File: config.mk
export PLATFORM = sky130hd
export DESIGN_NAME = pong_engine
export DESIGN_NICKNAME = d
export VERILOG_FILES = /design/src/rtl/pong_engine.sv
export SDC_FILE = /design/constraint.sdc
export NUM_CORES = 1
export LEC_CHECK = 0
export CELL_PAD_IN_SITES_DETAIL_PLACEMENT = 0
export CELL_PAD_IN_SITES_GLOBAL_PLACEMENT = 1
export CORE_AREA = 2 2 124 126
export CTS_CLUSTER_SIZE = 12
export DETAILED_ROUTE_END_ITERATION = 12
export DIE_AREA = 0 0 126 128
export PLACE_DENSITY = 0.95
export SLEW_MARGIN = 20
export SYNTH_ARGS = -nofsm -noshare
export SYNTH_HDL_FRONTEND = slang
export SYNTH_SLANG_ARGS = --single-unit
File: constraint.sdc
create_clock -name clk -period 7.86 [get_ports clk]
set_input_delay 1.965 -clock clk [delete_from_list [all_inputs] [get_ports clk]]
set_output_delay 1.965 -clock clk [all_outputs]
set_load 0.01 [all_outputs]
File: src/rtl/pong_engine.sv
// Pong game logic: ball, paddles, scores and game FSM, updated once per frame at the end of the visible area.
// Optional feature: define PONG_AI_EN to have the right paddle track the ball instead of p2_up/p2_down.
module pong_engine #(
  parameter int BALL_SIZE    = 8,
  parameter int PADDLE_H     = 64,
  parameter int PADDLE_SPEED = 4,
  parameter int BALL_SPEED   = 2,
  parameter int WIN_SCORE    = 9,
  parameter int SERVE_FRAMES = 60
) (
  input  logic       clk,
  input  logic       rst_n,
  input  logic [9:0] xpix,
  input  logic [9:0] ypix,
  input  logic       p1_up,
  input  logic       p1_down,
  input  logic       p2_up,
  input  logic       p2_down,
  input  logic       start,
  output logic       pixval,
  output logic [3:0] score_l,
  output logic [3:0] score_r,
  output logic       game_over
);
  typedef enum logic [1:0] {IDLE, SERVE, PLAY, OVER} state_t;
  typedef logic signed [10:0] coord_t;

  localparam coord_t ZERO    = '0;
  localparam coord_t BS      = coord_t'(BALL_SIZE);
  localparam coord_t BS_HALF = coord_t'(BALL_SIZE / 2);
  localparam coord_t PH      = coord_t'(PADDLE_H);
  localparam coord_t PH_HALF = coord_t'(PADDLE_H / 2);
  localparam coord_t BSPD    = coord_t'(BALL_SPEED);
  localparam coord_t PSPD    = coord_t'(PADDLE_SPEED);
  localparam coord_t PY_MAX  = coord_t'(480 - PADDLE_H);
  localparam coord_t L_EDGE  = coord_t'(16);
  localparam coord_t L_FACE  = coord_t'(24);
  localparam coord_t R_FACE  = coord_t'(616);
  localparam coord_t R_EDGE  = coord_t'(624);
  localparam coord_t SCR_W   = coord_t'(640);
  localparam coord_t SCR_H   = coord_t'(480);

  localparam logic [9:0] BX0    = 10'd316;
  localparam logic [9:0] BY0    = 10'd236;
  localparam logic [9:0] PY0    = 10'd208;
  localparam logic [9:0] BX_LH  = 10'd24;
  localparam logic [9:0] BX_RH  = 10'(616 - BALL_SIZE);
  localparam logic [9:0] BY_MAX = 10'(480 - BALL_SIZE);
  localparam logic [3:0] WIN    = 4'(WIN_SCORE);

  localparam int CNT_W = (SERVE_FRAMES > 2) ? $clog2(SERVE_FRAMES) : 1;
  localparam logic [CNT_W-1:0] CNT_LAST = CNT_W'(SERVE_FRAMES - 1);

  state_t           state;
  logic [9:0]       bx, by, p1, p2;
  logic             dx, dy;
  logic [CNT_W-1:0] serve_cnt;

  // Buttons are asynchronous; two flops per bit before any use.
  logic [4:0] sync_a, sync_b;
  logic       up1, dn1, up2_btn, dn2_btn, start_s;

  always_ff @(posedge clk or negedge rst_n) begin
    if (!rst_n) begin
      sync_a <= '0;
      sync_b <= '0;
    end else begin
      // NOTE: non-blocking so sync_b takes the old sync_a, forming a real two-stage chain.
      sync_a <= {start, p2_down, p2_up, p1_down, p1_up};
      sync_b <= sync_a;
    end
  end

  assign {start_s, dn2_btn, up2_btn, dn1, up1} = sync_b;

  logic  tick;
  assign tick = (xpix == 10'd799) && (ypix == 10'd479);

  coord_t bx_s, by_s, p1_s, p2_s;
  assign bx_s = {1'b0, bx};
  assign by_s = {1'b0, by};
  assign p1_s = {1'b0, p1};
  assign p2_s = {1'b0, p2};

  function automatic logic [9:0] paddle_step(input logic [9:0] y, input logic up, input logic down);
    coord_t t;
    t = {1'b0, y};
    if (up && !down)      t = t - PSPD;
    else if (down && !up) t = t + PSPD;
    if (t < ZERO)        t = ZERO;
    else if (t > PY_MAX) t = PY_MAX;
    return t[9:0];
  endfunction

  logic up2, dn2;
`ifdef PONG_AI_EN
  assign up2 = (by_s + BS_HALF) < (p2_s + PH_HALF);
  assign dn2 = (by_s + BS_HALF) > (p2_s + PH_HALF);
`else
  assign up2 = up2_btn;
  assign dn2 = dn2_btn;
`endif

  // Candidate next ball state; misses are resolved in the FSM and override everything here.
  coord_t     nx, ny;
  logic       miss_l, miss_r, hit_l, hit_r;
  logic [9:0] bx_play, by_play;
  logic       dx_play, dy_play;

  always_comb begin
    // NOTE: every output is assigned before any branch, so no path can leave one holding a value (latch).
    nx      = dx ? bx_s + BSPD : bx_s - BSPD;
    ny      = dy ? by_s + BSPD : by_s - BSPD;
    miss_l  = nx <= ZERO;
    miss_r  = (nx + BS) >= SCR_W;
    hit_l   = !dx && (nx <= L_FACE) && (nx > L_EDGE) && (ny < p1_s + PH) && (ny + BS > p1_s);
    hit_r   = dx && (nx + BS >= R_FACE) && (nx + BS < R_EDGE) && (ny < p2_s + PH) && (ny + BS > p2_s);
    bx_play = nx[9:0];
    dx_play = dx;
    by_play = ny[9:0];
    dy_play = dy;
    if (hit_l) begin
      bx_play = BX_LH;
      dx_play = 1'b1;
    end else if (hit_r) begin
      bx_play = BX_RH;
      dx_play = 1'b0;
    end
    if (ny <= ZERO) begin
      by_play = '0;
      dy_play = 1'b1;
    end else if (ny + BS >= SCR_H) begin
      by_play = BY_MAX;
      dy_play = 1'b0;
    end
  end

  logic [3:0] score_l_inc, score_r_inc;
  assign score_l_inc = (score_l == WIN) ? score_l : score_l + 4'd1;
  assign score_r_inc = (score_r == WIN) ? score_r : score_r + 4'd1;

  always_ff @(posedge clk or negedge rst_n) begin
    if (!rst_n) begin
      state     <= IDLE;
      bx        <= BX0;
      by        <= BY0;
      p1        <= PY0;
      p2        <= PY0;
      dx        <= 1'b1;
      dy        <= 1'b1;
      serve_cnt <= '0;
      score_l   <= '0;
      score_r   <= '0;
      game_over <= 1'b0;
    end else if (tick) begin
      if (state == SERVE || state == PLAY) begin
        p1 <= paddle_step(p1, up1, dn1);
        p2 <= paddle_step(p2, up2, dn2);
      end
      case (state)
        IDLE: if (start_s) state <= SERVE;
        SERVE: begin
          if (serve_cnt == CNT_LAST) begin
            serve_cnt <= '0;
            state     <= PLAY;
          end else begin
            serve_cnt <= serve_cnt + 1'b1;
          end
        end
        PLAY: begin
          if (miss_l) begin
            score_r   <= score_r_inc;
            dx        <= 1'b1;
            bx        <= BX0;
            by        <= BY0;
            state     <= (score_r_inc == WIN) ? OVER : SERVE;
            game_over <= (score_r_inc == WIN);
          end else if (miss_r) begin
            score_l   <= score_l_inc;
            dx        <= 1'b0;
            bx        <= BX0;
            by        <= BY0;
            state     <= (score_l_inc == WIN) ? OVER : SERVE;
            game_over <= (score_l_inc == WIN);
          end else begin
            bx <= bx_play;
            by <= by_play;
            dx <= dx_play;
            dy <= dy_play;
          end
        end
        OVER: begin
          if (start_s) begin
            score_l   <= '0;
            score_r   <= '0;
            game_over <= 1'b0;
            state     <= SERVE;
          end
        end
        default: state <= IDLE;
      endcase
    end
  end

  logic [10:0] xe, ye;
  logic        in_ball, in_lpad, in_rpad;
  assign xe      = {1'b0, xpix};
  assign ye      = {1'b0, ypix};
  assign in_ball = (xe >= {1'b0, bx}) && (xe < {1'b0, bx} + 11'(BALL_SIZE)) &&
                   (ye >= {1'b0, by}) && (ye < {1'b0, by} + 11'(BALL_SIZE));
  assign in_lpad = (xpix >= 10'd16) && (xpix <= 10'd23) &&
                   (ye >= {1'b0, p1}) && (ye < {1'b0, p1} + 11'(PADDLE_H));
  assign in_rpad = (xpix >= 10'd616) && (xpix <= 10'd623) &&
                   (ye >= {1'b0, p2}) && (ye < {1'b0, p2} + 11'(PADDLE_H));
  assign pixval  = (xpix < 10'd640) && (ypix < 10'd480) && (in_ball || in_lpad || in_rpad);

endmodule

==> metrics.txt <==
worst path cell trace clkdlybuf4s50_1 -> ha_1 -> o21a_1 -> o21ai_0 -> nand2b_1 -> a21o_1 -> a211o_1 -> o211ai_1 -> a21oi_1 -> or3_1 -> a31oi_1 -> clkdlybuf4s50_1; starting DRC count in detailed routing 636; Vias/cell 6.20; pwr dens 100 mW/mm^2; Flop pwr share 39.8%; initial antenna violation count 0; reg2reg setup slack 2770 ps; final WL 20.5 mm; Min Clock Period, post-route 6930 ps; commonest cells in the netlist ha_1 (127), o21ai_0 (77), inv_1 (75), nand2_1 (62), nor2_1 (55); R2R Path End bx[6]$_DFFE_PN0P_; Combinational Power Share 7.8%; DRC viols 0; worst skew pair latency 340 ps; DP Worst Slack 926 ps; switching power 0.189 mW; cell taking the most area after synthesis ha_1; Reg area 0.00160 sq mm; hold bufs inserted after CTS 0; Seq/Total Area, Yosys 21.6%; CP most frequent cell clkdlybuf4s50_1; Final setup viols 0; Leakage 3.59 nW; max_slew headroom 43.4%; H-tree depth 3; RSZ-0062 raised after global routing false; cell with the most instances after synthesis ha_1; total negative slack 0 ps; synthesized area per cell 8.19 sq um; CTS Buf Count 9; Crit. End Element output pin; vias in the first global route 6,729; Hold Startpoint sync_a[3]$_DFF_PN0_; Clk pwr share 52.4%; CTS sink cnt 63; Final Cycle Share 88.2%; Core ar. 0.0149 sq mm; top-level port count 37; Synth top area share 21.4%; endpoints failing hold 0; hold path depth 0; DR vias 7,009; Setup Crit Path Kind in2out; final net count 1,093; all-layer global routing usage 25.9%; CTS tree yes; dominant cells by area after synthesis ha_1 (21%), dfrtp_1 (15%), dfstp_2 (6.4%); Ant. Diodes 0; row count 45; Synth cell types 75; first-pass GRT wire length 33.9 mm; synth-to-layout area growth 11.6%; Worst Path Required 5890 ps; share of cells above drive strength 1 6.48%; worst ir drop on vdd 0.0000979 V; Fillers 1,431; syn_nets 1,061; Root Driver clkbuf_16; die span in y 128 um; Peak Freq 0.144 GHz; Critical Path AT 4970 ps; post-synthesis cell area 0.00742 sq mm; die width 126 um; Multi-input gate area 0.00546 sq mm; Pre-antenna DRT Iters 5; Yosys warnings 0; cell count after synthesis 905; Worst path max stage delay 580 ps; gpl congestion 0.914; die area 0.0161 sq mm; RR Startpoint dy$_DFFE_PN1P_; sw frac 22.7%; hold crit path type reg2reg; CP Launch Type primary input; Initial Utilization 49.9%; #FFs+latches synth 63; largest net degree at the start of global routing 64; DR WL/cell 18.2 um; Max Cap Viol 0; worst-margin pin slew 849 ps; status finished, final reports clean; PortBufs 36; final antenna-violating net count 0; clock-pin slew on the worst setup and hold paths 50 ps; Slowest cell on crit path clkdlybuf4s50_1; R2R depth 19; Detail Placement HPWL 15.9 mm; Max clock buf depth 2; crit path max fanout 4; Async SR Flop Fraction 100%; Post-synth EDFFs 0; Slew Limit Fails 0; post-CTS sizing 0; total global routing overflow 0; Internal Power 0.642 mW; Post-synth top flop dfrtp_1; Post-CTS Setup Bufs 0; post-layout worst setup margin 926 ps; Final Skew 9.04 ps; hold endpoint sync_b[3]$_DFF_PN0_
worst max path at each step:
stage                       start     end  slack, ps  depth (start not counted)
after floorplan           ypix[2]  pixval       2180                         10
after global placement    ypix[2]  pixval        990                         12
after detailed placement  ypix[2]  pixval        930                         12
after CTS                 ypix[2]  pixval        920                         12
after global routing      ypix[2]  pixval        710                         12
final                     ypix[2]  pixval        930                         12
layer usage:
layer	wire (um)	GRT usage [%]	part of all wire, %
met1	9150	34.3	45
met2	9740	43.0	47
met3	1060	3.26	5.1
met4	590	10.9	2.9
met5	0	0	0
area by class of cell:
cell class / count / share of cell area [%]
clock buffer: 12 / 2.98
clock inverter: 4 / 0.847
inverter: 75 / 3.40
multi-input combinational: 748 / 66.0
sequential: 63 / 19.3
tap: 188 / 2.84
timing repair buffer: 40 / 4.66
per-stage QoR:
step | instances | utilization [%] | hold WS, ps | cell area (sq um) | power [mW]
final | 1130 | 55.7 | 347 | 8280 | 0.831
after global routing | 1130 | 55.7 | 353 | 8280 | 0.858
after CTS | 1130 | 55.7 | 348 | 8280 | 0.837
after detailed placement | 1114 | 53.6 | 336 | 7960 | 0.401
after global placement | 1114 | 53.6 | 332 | 7960 | 0.400
after floorplan | 905 | - | 331 | 7420 | 0.365
cells by family (layout without fill, tap and decap cells):
group / count (synthesis) / count (layout) / share of synthesized area, %
XOR/XNOR: 48 / 48 / 5.67
adder cells (fa/ha/maj): 129 / 129 / 22.0
AO/OA/AOI/OAI: 264 / 264 / 23.7
multiplexers: 7 / 7 / 0.995
AND/OR/NAND/NOR: 300 / 300 / 21.3
flip-flops: 63 / 63 / 21.6
buffers and inverters: 94 / 131 / 4.83
worst max-delay path: cells and delay by family:
kind | cells | cell delay (ps)
adders and majority gates | 1 | 340
and+or+nand+nor | 2 | 410
buffers and inverters | 2 | 1090
AOI/OAI and AO/OA | 7 | 1160
power groups by stage:
| stage | Sequential, mW | Combinational [mW] | Clock, mW |
|---|---|---|---|
| 5_1_grt | 0.331 | 0.0739 | 0.453 |
| 3_3_place_gp | 0.336 | 0.0637 | 0 |
| 6_report | 0.331 | 0.0649 | 0.436 |
| 3_5_place_dp | 0.336 | 0.0647 | 0 |
| 2_1_floorplan | 0.334 | 0.0317 | 0 |
| 4_1_cts | 0.331 | 0.0652 | 0.441 |
cells in the final DEF, fill, tap and decap left out, drive strengths merged, types with 19 or more instances in the layout:
cell,netlist,final
ha,127,127
o21ai,79,79
inv,75,75
nand2,62,62
nor2,56,56
a21oi,50,50
dfrtp,45,45
xnor2,42,42
nand3,39,39
clkdlybuf4s50,0,35
nor3,26,26
o21a,22,22
nand4,19,19
registers in the layout (all words and copies together) (netlist names), 5 cells and up:
name       cells
bx             9
by             9
p1             8
p2             8
serve_cnt      6
sync_a         5
sync_b         5
No activity file was read; power rests on OpenSTA's default activity.
